<file path="src/rtl/mem_access.sv">
// Memory-access stage: decodes load/store/LL/SC ops, runs a req/ack data-bus
// handshake through a three-state FSM, and formats load results big-endian.
module mem_access (
  input  logic        clk,
  input  logic        rst,
  input  logic [3:0]  mem_op,
  input  logic [31:0] mem_addr,
  input  logic [31:0] mem_reg2,
  input  logic [4:0]  mem_wd,
  input  logic        mem_wreg,
  input  logic [31:0] mem_wdata,
  input  logic        LLbit_i,
  input  logic [31:0] bus_rdata,
  input  logic        bus_ack,
  output logic        bus_req,
  output logic        bus_we,
  output logic [3:0]  bus_sel,
  output logic [31:0] bus_addr,
  output logic [31:0] bus_wdata,
  output logic        stallreq,
  output logic [4:0]  wd_o,
  output logic        wreg_o,
  output logic [31:0] wdata_o,
  output logic        LLbit_we_o,
  output logic        LLbit_value_o,
  output logic        misalign_o
);

  localparam logic [3:0] OP_LB = 4'd1, OP_LBU = 4'd2, OP_LH = 4'd3, OP_LHU = 4'd4,
                         OP_LW = 4'd5, OP_SB  = 4'd6, OP_SH = 4'd7, OP_SW  = 4'd8,
                         OP_LL = 4'd9, OP_SC  = 4'd10;
  localparam logic [1:0] SZ_B = 2'd0, SZ_H = 2'd1, SZ_W = 2'd2;

  typedef enum logic [1:0] {S_IDLE, S_WAIT, S_DONE} state_e;

  state_e      state_q, state_d;
  logic [31:0] rdata_q, rdata_d;

  logic        is_mem, is_load, is_store, sext;
  logic [1:0]  sz;
  logic        is_ll, is_sc, misal, sc_fail, bus_op;
  logic [3:0]  sel_raw;
  logic [31:0] st_data, ld_data;
  logic [7:0]  ld_b;
  logic [15:0] ld_h;

  // Op decode: class, access size and sign handling.
  always_comb begin
    is_mem = 1'b0; is_load = 1'b0; is_store = 1'b0; sz = SZ_W; sext = 1'b0;
    case (mem_op)
      OP_LB:  begin is_mem = 1'b1; is_load  = 1'b1; sz = SZ_B; sext = 1'b1; end
      OP_LBU: begin is_mem = 1'b1; is_load  = 1'b1; sz = SZ_B; end
      OP_LH:  begin is_mem = 1'b1; is_load  = 1'b1; sz = SZ_H; sext = 1'b1; end
      OP_LHU: begin is_mem = 1'b1; is_load  = 1'b1; sz = SZ_H; end
      OP_LW:  begin is_mem = 1'b1; is_load  = 1'b1; end
      OP_LL:  begin is_mem = 1'b1; is_load  = 1'b1; end
      OP_SB:  begin is_mem = 1'b1; is_store = 1'b1; sz = SZ_B; end
      OP_SH:  begin is_mem = 1'b1; is_store = 1'b1; sz = SZ_H; end
      OP_SW:  begin is_mem = 1'b1; is_store = 1'b1; end
      OP_SC:  begin is_mem = 1'b1; is_store = 1'b1; end
      default: ;
    endcase
  end

  assign is_ll   = (mem_op == OP_LL);
  assign is_sc   = (mem_op == OP_SC);
  assign misal   = is_mem && ((sz == SZ_H && mem_addr[0]) ||
                              (sz == SZ_W && mem_addr[1:0] != 2'b00));
  // A failed SC never touches the bus; misalignment takes priority over it.
  assign sc_fail = is_sc && !LLbit_i;
  assign bus_op  = is_mem && !misal && !sc_fail;

  // Big-endian lane select, store replication and load extraction.
  always_comb begin
    sel_raw = 4'b1111;
    st_data = mem_reg2;
    case (sz)
      SZ_B: begin
        sel_raw = 4'b1000 >> mem_addr[1:0];
        st_data = {4{mem_reg2[7:0]}};
      end
      SZ_H: begin
        sel_raw = mem_addr[1] ? 4'b0011 : 4'b1100;
        st_data = {2{mem_reg2[15:0]}};
      end
      default: ;
    endcase
    case (mem_addr[1:0])
      2'd0:    ld_b = rdata_q[31:24];
      2'd1:    ld_b = rdata_q[23:16];
      2'd2:    ld_b = rdata_q[15:8];
      default: ld_b = rdata_q[7:0];
    endcase
    ld_h = mem_addr[1] ? rdata_q[15:0] : rdata_q[31:16];
    case (sz)
      SZ_B:    ld_data = {{24{sext & ld_b[7]}}, ld_b};
      SZ_H:    ld_data = {{16{sext & ld_h[15]}}, ld_h};
      default: ld_data = rdata_q;
    endcase
  end

  // Next state: wait for ack, then a single DONE cycle to present the result.
  always_comb begin
    state_d = S_IDLE;
    rdata_d = rdata_q;
    if (state_q != S_DONE && bus_op) begin
      if (bus_ack) begin
        state_d = S_DONE;
        rdata_d = bus_rdata;
      end else begin
        state_d = S_WAIT;
      end
    end
  end

  // State and captured read word.
  always_ff @(posedge clk) begin
    if (rst) begin
      state_q <= S_IDLE;
      rdata_q <= 32'd0;
    end else begin
      state_q <= state_d;
      rdata_q <= rdata_d;
    end
  end

  // Bus drive and write-back outputs.
  always_comb begin
    bus_req = 1'b0; bus_we = 1'b0; bus_sel = 4'b0000;
    bus_addr = {mem_addr[31:2], 2'b00};
    bus_wdata = st_data;
    stallreq = 1'b0;
    wd_o = mem_wd; wreg_o = 1'b0; wdata_o = 32'd0;
    LLbit_we_o = 1'b0; LLbit_value_o = 1'b0; misalign_o = 1'b0;
    if (rst) begin
      wd_o = 5'd0; bus_addr = 32'd0; bus_wdata = 32'd0;
    end else if (!is_mem) begin
      wreg_o = mem_wreg; wdata_o = mem_wdata;
    end else if (misal) begin
      misalign_o = 1'b1;
    end else if (sc_fail) begin
      wreg_o = 1'b1;
    end else if (state_q != S_DONE) begin
      bus_req = 1'b1; bus_we = is_store; bus_sel = sel_raw; stallreq = 1'b1;
    end else if (is_sc) begin
      wreg_o = 1'b1; wdata_o = 32'd1; LLbit_we_o = 1'b1;
    end else if (is_load) begin
      wreg_o = 1'b1; wdata_o = ld_data;
      LLbit_we_o = is_ll; LLbit_value_o = is_ll;
    end
  end

endmodule

</file>
<file path="config.mk">
export PLATFORM = sky130hd
export DESIGN_NAME = mem_access
export DESIGN_NICKNAME = d
export VERILOG_FILES = /design/src/rtl/mem_access.sv
export SDC_FILE = /design/constraint.sdc
export NUM_CORES = 1
export LEC_CHECK = 0
export ABC_AREA = 1
export BUFFER_PORTS_ARGS = -buffer_cell sky130_fd_sc_hd__buf_2
export CAP_MARGIN = 20
export CORE_AREA = 2 2 97 99
export CTS_BUF_LIST = sky130_fd_sc_hd__clkbuf_8
export DETAILED_ROUTE_END_ITERATION = 8
export DIE_AREA = 0 0 99 101
export GPL_ROUTABILITY_DRIVEN = 1
export HOLD_SLACK_MARGIN = 0.1
export PLACE_DENSITY = 0.78
export SLEW_MARGIN = 15
export SYNTH_ARGS = -nofsm -noshare
export SYNTH_HDL_FRONTEND = slang
export SYNTH_SLANG_ARGS = --single-unit
</file>
<file path="constraint.sdc">
create_clock -name clk -period 1.5 [get_ports clk]
set_input_delay 0 -clock clk [delete_from_list [all_inputs] [get_ports clk]]
set_output_delay 0 -clock clk [all_outputs]
set_load 0.005 [all_outputs]
</file>
# After elaboration in Yosys (flattened, before gate mapping)
# Index checks and enable logic that the tools add are counted.
dict set report op_classes {
  eq_ne 15
  shifts 1
  muxes 60
  bitwise 3
  n_reduce_logical 22
}
# op n
set ops {}
lappend ops {{$mux 32} 9}
lappend ops {{$pmux 32 s2} 2}
lappend ops {{$mux 1} 37}
lappend ops {{$mux 4} 6}
lappend ops {{$pmux 8 s3} 1}
lappend ops {{$eq 4x3->1 const B} 4}
lappend ops {{$mux 16} 1}
lappend ops {{$eq 4x4->1 const B} 3}
lappend ops {{$reduce_or 10->1} 1}
lappend ops {{$eq 4x2->1 const B} 2}
lappend ops {{$pmux 4 s2} 1}
lappend ops {{$logic_and 1x1->1} 7}
lappend ops {{$reduce_or 3->1} 2}
lappend ops {{$reduce_or 6->1} 1}
lappend ops {{$mux 5} 1}
lappend ops {{$eq 2x1->1 const B} 2}
lappend ops {{$eq 2x2->1 const B} 2}
lappend ops {{$eq 4x1->1 const B} 1}
lappend ops {{$logic_not 2->1} 2}
lappend ops {{$pmux 2 s2} 1}
lappend ops {{$reduce_or 2->1} 2}
lappend ops {{$reduce_or 4->1} 1}
lappend ops {{$shr 4x2->4 const A} 1}
lappend ops {{$logic_not 1->1} 3}
lappend ops {{other kinds (7)} 8}
dict set report totals {
  regBits 34
  in_bits 142
  out_inout_bits 112
  word_cells 103
}

# Logic depth before layout (Yosys ltp)
# Gate-level depths: netlist (run 1).
dict set report depth {
  ltp_word 13
  ltp_mapped 13
  depth_no_buf 12
}

# Worst setup path before layout (run 1)
# No wires, ideal clock.
dict set report synth_path {
  path_kind {in2out}
  from {input mem_addr[0]}
  to {output wdata_o[18]}
  arrival_ns 1.233
  t_required_ns 1.500
  setup_slack_ns 0.267
  cell_stages 9
  n_path_buf 2
  path_cell_list {buf_2 -> nor2_2 -> nand2_1 -> nand3_1 -> nand4_4 -> nand3_4 -> buf_6 -> nand3_1 -> a21oi_1}
}
dict set report synth_via {
  elab_chain_len 11
  elab_cells_between_ends 18
  classes_between {eq/ne (2); mux (9); bitwise (1); reduce/logical (6)}
}
# element line_no
set synth_lines {}
lappend synth_lines {{start: declaration} 7} ;# input logic [31:0] mem_addr,
lappend synth_lines {{$eq 2x2->1 (tied with other cells)} 88} ;# case (mem_addr[1:0])
lappend synth_lines {{$pmux 8 s3} 88}
lappend synth_lines {{$and 1x1->1} 96} ;# SZ_B: ld_data = {{24{sext & ld_b[7]}}, ld_b};
lappend synth_lines {{$pmux 32 s2} 95} ;# case (sz)
lappend synth_lines {{$mux 32} 147} ;# end else if (is_load) begin
lappend synth_lines {{$mux 32} 145} ;# end else if (is_sc) begin
lappend synth_lines {{$mux 32} 143} ;# end else if (state_q != S_DONE) begin
lappend synth_lines {{$mux 32} 141} ;# end else if (sc_fail) begin
lappend synth_lines {{$mux 32 *} 139} ;# end else if (misal) begin
lappend synth_lines {{$mux 32 *} 137} ;# end else if (!is_mem) begin
lappend synth_lines {{$mux 32 *} 135} ;# if (rst) begin
lappend synth_lines {{end: declaration} 23} ;# output logic [31:0] wdata_o,
# Every way passes the cells marked *; elsewhere a longest branch is shown, timed or not.

# Final worst setup path (run 1)
dict set report layout_path {
  from {register state_q[1]}
  to {output wdata_o[30]}
}
dict set report layout_via {
  elab_chain_len 6
}
# element line_no
set layout_lines {}
lappend layout_lines {{start: declaration} 36} ;# state_e state_q, state_d;
lappend layout_lines {{start signal: assignment} 122} ;# state_q <= state_d;
lappend layout_lines {{$ne 2x2->1} 143}
lappend layout_lines {{$mux 32} 143}
lappend layout_lines {{$mux 32} 141}
lappend layout_lines {{$mux 32} 139}
lappend layout_lines {{$mux 32} 137}
lappend layout_lines {{$mux 32} 135}
# Every way passes these cells.

==> impl_metrics.csv, run 1 <==
group,metric,value,unit
sta,finalHoldViolCount,0,
floorplan,pin_count,254,
route,wl_per_cell,15.2,µm
floorplan,dieHeight,101,µm
yosys,ys_types,31,
clock_tree,cts_tree,"built",
clock_tree,cts-root-buf,"clkbuf_8",
clock_tree,clk_path_buf_depth,2,
pwr,cellPowerDensity,569,nW/µm²
sta,whs,0.257,ns
min_path,hp-class,"in -> reg",
grt,use_met2,50.6,%
yosys,synth_warnings,0,
yosys,synth_most_common_cell,"nand2_1",
yosys,synth_flop_cell,"dfxtp_1",
clock_tree,h-tree-depth,2,
grt,grt_max_degree,113,
place,place_hpwl,11.0,mm
pwr,ir_drop,1.36,mV
route,drc_errors,0,
route,drt_iter0_markers,475,
yosys,synth_compound_area_share,19.6,%
yosys,ys_async_sr_fraction,0,%
yosys,yosysSeqAreaShare,19.6,%
clock_tree,clkLatencyLatePin,0.30,ns
layout,diodes,0,
grt,grtUsageMet1,35.6,%
flow_run,max_cap_viol_count,0,
yosys,synth_cells,626,
status,outcome,"complete, but fails checks",
layout,layout.cells.non_filler,1048,
yosys,synth_top_family_by_area,"simple AND/OR/NAND/NOR gates",
setup_path,cp.required,1.50,ns
yosys,netlist.area_leader.share,19.6,%
place,numPlacedInstances,984,
layout,fill_cells,780,
clock_tree,cts-buffers-inserted,5,
place,dpl-instance-area,5000,µm²
grt,grt.met3_usage,2.91,%
layout,area_delta_synth_final,72.2,%
floorplan,row_count,35,
route,drt-pass1-iter-count,5,
route,drt_wl_total,15.9,mm
floorplan,dieWidth,99,µm
grt,grt_pass1_vias,4689,
sta,final.setup.tns,-3.05,ns
clock_tree,clkTransAtPathRegs,0.07,ns
sta,maxSlewViolCount,0,
sta,setup_viol,32,
sta,post-route-period-util,114,%
floorplan,start_util,38.7,%
yosys,yosys-top-cells-area,"dfxtp_1 (20%), nand2_1 (14%), nand3_1 (11%), a21oi_1 (11%), nor2_1 (10%)",
yosys,syn_area,3470,µm²
setup_path,crit_path_end_kind,"output port",
grt,grt_antenna_before_repair,0,
place,gp_congestion,0.964,
sta,min_period,1.71,ns
pwr,power,3.40,mW
grt,grt.total_usage,28.5,%
setup_path,critPathLaunchType,"register",
sta,skew,0.0108,ns
status,violations,"negative setup slack",
place,dp_slack,-0.103,ns
sta,worst_slack,-0.210,ns
grt,gr-max-usage-layer,"met2",
layout,design_area,5980,µm²
sta,max_clock_freq,585,MHz
floorplan,core,8980,µm²
yosys,ys_seq_elements,34,
layout,nNetsFinal,1078,
floorplan,die_area,10000,µm²
setup_path,criticalPathCategory,"reg -> out",
route,viasPerCell,5.14,
layout,drive_above_1_share,43.8,%
route,antenna_left,0,
pwr,power_leakage,3.10,nW
layout,utilization,66.6,%
sta,rsz0062_at_grt,"yes",
place,io_buffer_count,251,
yosys,synth_edf_count,0,
route,vias,5384,
yosys,ys_top_cells_by_count,"nand2_1 (133), nor2_1 (94), inv_1 (80)",
setup_path,arrival,1.71,ns
yosys,synthSimpleGateAreaFrac,43.5,%
grt,grt_first_pass_wirelength,23.1,mm
grt,overflow,0,
yosys,yosysTopAreaCell,"dfxtp_1",
yosys,synthAdderAreaFrac,0,%
yosys,syn_area_per_cell,5.55,µm²
yosys,yosys-mux-area-fraction,0,%
clock_tree,clock-sinks,34,
yosys,synth-xor-area-share,0,%
setup_path,crit_fanout,2,
==> flip-flops by register name (all words and copies together), names as in the netlist <==
signal / cells
rdata_q: 32
state_q: 2
==> cells by family after synthesis <==
kind of cell / Yosys count
and+or+nand+nor: 336
buffers and inverters: 131
AOI/OAI and AO/OA: 124
DFF: 34
other: 1
==> routing by layer <==
layer	share of wire (%)	up-vias	wire, µm
met5	0	-	0
met4	3.5	0	564
met3	8.3	49	1310
met2	49	303	7840
met1	39	2406	6170
li1	-	2626	-
==> critical path: stages (launching register included) <==
cell and delay (ns):
dfxtp_1 0.32, inv_2 0.04, nor2_4 0.10, o21ai_2 0.09, buf_4 0.13, buf_4 0.12, a21oi_1 0.15, nand3_1 0.15
a21oi_1 0.17, buf_2 0.14
==> worst paths after layout <==
kind | from | end | slack (ns) | cells past startpoint
max reg2reg | state_q[1] | rdata_q[25] | 0.08 | 9
max | state_q[1] | wdata_o[30] | -0.21 | 9
min | rst | state_q[1] | 0.26 | 3
min reg2reg | rdata_q[1] | rdata_q[1] | 0.47 | 2
==> layout by cell type (no fill, tap or decap), types with 2 or more instances in the layout <==
cell type / count
buf_2: 249
nand2_1: 121
nor2_1: 91
inv_1: 70
a21oi_1: 69
nand3_1: 66
buf_4: 42
dlygate4sd3_1: 33
dfxtp_1: 26
o21ai_0: 17
nand2_2: 15
o211ai_1: 12
inv_2: 10
buf_12: 10
nand3_2: 9
buf_6: 9
dfxtp_2: 8
a21oi_2: 7
nor2_2: 6
nand3_4: 6
o21ai_1: 6
nor2_4: 5
o221ai_2: 5
clkbuf_8: 5
nor3_1: 4
nand2_4: 4
inv_4: 4
o21ai_2: 4
or2_0: 4
clkinvlp_4: 3
o221ai_1: 3
conb_1: 2
clkbuf_16: 2
==> timing repair <==
item / 4_1_cts / 5_1_grt
pin swaps: 10 / 14
setup endpoints to repair: 44 / 63
cloned: 2 / 2
gates resized for setup: 34 / 67
setup buffers: 12 / 9
endpoints found under the hold margin: 33 / 0
hold buffers: 33 / 0
==> power by group <==
group,switching [mW],internal [mW],total [mW]
Sequential,0.0366,0.943,0.980
Combinational,0.848,0.725,1.57
Clock,0.354,0.494,0.848
==> cell type report <==
cell class / count / area, µm² / share of cell area [%]
Timing Repair Buffer: 345 / 2240 / 37.5
Clock buffer: 5 / 68.8 / 1.15
Clock inverter: 3 / 45.0 / 0.753
Sequential cell: 34 / 691 / 11.6
Inverter: 87 / 345 / 5.78
Multi-Input combinational cell: 463 / 2450 / 40.9
Tap cell: 111 / 139 / 2.32
Power figures use the tool's default switching activity.
==> inputs of run 2 (changes only) <==
CORE_AREA = not set   (was 2 2 97 99)
CORE_MARGIN = 4   (was not set)
CORE_UTILIZATION = 42   (was not set)
DIE_AREA = not set   (was 0 0 99 101)
PLACE_DENSITY = 0.91   (was 0.78)
==> impl_metrics.csv, run 2 (same netlist as run 1, synthesis figures left out) <==
group,metric,value,unit
route,drc_errors,0,
floorplan,start_util,44.0,%
setup_path,ff2ff_path_depth,10,
layout,design_area,6000,µm²
setup_path,crit_chain,"buf_4 > inv_2 > nor2_4 > nand2_2 > nand3_4 > nand2_2 > nand2_2 > inv_1 > nor2_4 > buf_12 > buf_16 > nand3_1 > a21oi_1 > buf_2",
sta,post-route-period-util,105,%
grt,gr-max-usage-layer,"met2",
sta,rsz0062_at_grt,"yes",
route,wl_per_cell,16.5,µm
floorplan,row_count,32,
route,drt_iter0_markers,661,
layout,drive_above_1_share,43.4,%
grt,grt_max_degree,59,
route,drt-pass1-iter-count,6,
setup_path,crit-reg2reg-capture,"rdata_q[19]",
sta,finalHoldViolCount,0,
grt,grt_pass1_vias,4820,
sta,final.setup.tns,-1.35,ns
clock_tree,clkLatencyLatePin,0.28,ns
route,drt_wl_total,17.1,mm
min_path,hp-class,"in -> out",
clock_tree,cts-buffers-inserted,5,
grt,grt_antenna_before_repair,1,
setup_path,arrival,1.58,ns
status,violations,"negative setup slack",
place,dpl-instance-area,4950,µm²
setup_path,cp.required,1.50,ns
pwr,ir_drop,0.828,mV
grt,overflow,0,
place,numPlacedInstances,973,
floorplan,die_area,9790,µm²
sta,worst_slack,-0.0808,ns
min_path,hold_start,"mem_addr[6]",
place,gp_congestion,1.01,
sta,max_clock_freq,633,MHz
sta,relSlewSlack,61.9,%
grt,grt_first_pass_wirelength,24.3,mm
min_path,hold_path_end,"bus_addr[6]",
layout,final_cell_mix,"buf_2 (247), nand2_1 (120), nor2_1 (88)",
sta,whs,0.270,ns
floorplan,dieWidth,98.9,µm
floorplan,core,7890,µm²
layout,layout.cells.non_filler,1032,
grt,grt.met3_usage,4.67,%
setup_path,crit_fanout,9,
grt,grt.total_usage,30.2,%
setup_path,r2r_setup_slack,0.06,ns
sta,min_period,1.58,ns
sta,setup_viol,31,
route,vias,5455,
place,place_hpwl,12.0,mm
layout,largest-register,"rdata_q",
status,outcome,"complete, but fails checks",
clock_tree,h-tree-depth,2,
setup_path,crit_top_cell,"nand2_2",
layout,utilization,76.1,%
clock_tree,clock-sinks,34,
pwr,power,3.45,mW
grt,grtUsageMet1,36.6,%
setup_path,critPathLaunchType,"input port",
pwr,power_leakage,3.12,nW
layout,final_common_cell,"buf_2",
clock_tree,cts_tree,"built",
pwr,cellPowerDensity,575,nW/µm²
setup_path,reg2reg_from,"state_q[1]",
setup_path,criticalPathCategory,"in -> out",
place,dp_slack,-0.0507,ns
clock_tree,clk_path_buf_depth,2,
clock_tree,cts-root-buf,"clkbuf_8",
layout,largest_reg_flops,32,
layout,area_delta_synth_final,72.8,%
min_path,hold_depth,4,
setup_path,crit_path_end_kind,"output port",
layout,nNetsFinal,1072,
setup_path,critPathSlowestCell,"nor2_4",
floorplan,dieHeight,98.9,µm
place,io_buffer_count,251,
grt,use_met2,55.3,%
sta,worstMarginPinSlew,0.571,ns
sta,maxSlewViolCount,0,
sta,skew,0.00736,ns
setup_path,critical-path-max-stage-delay,0.18,ns
floorplan,pin_count,254,
layout,top_regs,"rdata_q (32), state_q (2)",
route,viasPerCell,5.29,
flow_run,max_cap_viol_count,0,
route,antenna_left,0,
layout,diodes,0,
run 2: cell count changes in the layout (fill, tap and decap cells not counted), sizes merged:
cell,delta
dlygate4sd3,+1
nand3,-1
clkinv,+2
inv,-3
buf,-7
clkinvlp,-1
clkbuf,+2
run 2: power by group:
part / internal [mW] / leakage [nW] / switching, mW / total [mW]
sequential: 0.942 / 0.279 / 0.0403 / 0.983
clock: 0.531 / 0.0573 / 0.313 / 0.844
combinational: 0.752 / 2.79 / 0.875 / 1.63
total: 2.23 / 3.12 / 1.23 / 3.45
run 2: per-layer routing:
| metal | wire, µm | part of all wire [%] |
|---|---|---|
| met2 | 8940 | 52 |
| met1 | 6120 | 36 |
| met5 | 12 | 0.070 |
| met4 | 381 | 2.2 |
| met3 | 1620 | 9.5 |
run 2: worst max path at each step:
stage	endpoint	slack [ns]	cells past startpoint	from
finish	wdata_o[21]	-0.08	14	mem_op[2]
global route	wdata_o[14]	-0.17	14	mem_op[2]
CTS	wdata_o[15]	-0.07	9	state_q[1]
detailed placement	wdata_o[15]	-0.05	10	mem_op[3]
global placement	wdata_o[15]	-0.003	10	mem_op[3]
floorplan	wdata_o[18]	0.27	9	mem_addr[0]
run 2: repair_timing:
item	4_1_cts	5_1_grt
hold endpoints to repair	33	0
cloned	2	3
hold buffers	34	0
setup endpoints to repair	37	68
buffers inserted	4	9
pin swaps	13	15
gates resized for setup	46	61
run 2: cell type report:
cell class	count	area (µm²)
sequential	34	692
multi-input combinational	462	2480
tap	102	128
inverter	87	347
fill	597	1890
clock inverter	1	30.0
timing repair buffer	340	2240
clock buffer	6	82.6
run 2: worst max-delay path: cells and delay by family:
kind	cells	cell delay, ns
buffers and inverters	6	0.64
AOI/OAI and AO/OA	1	0.13
and+or+nand+nor	7	0.79
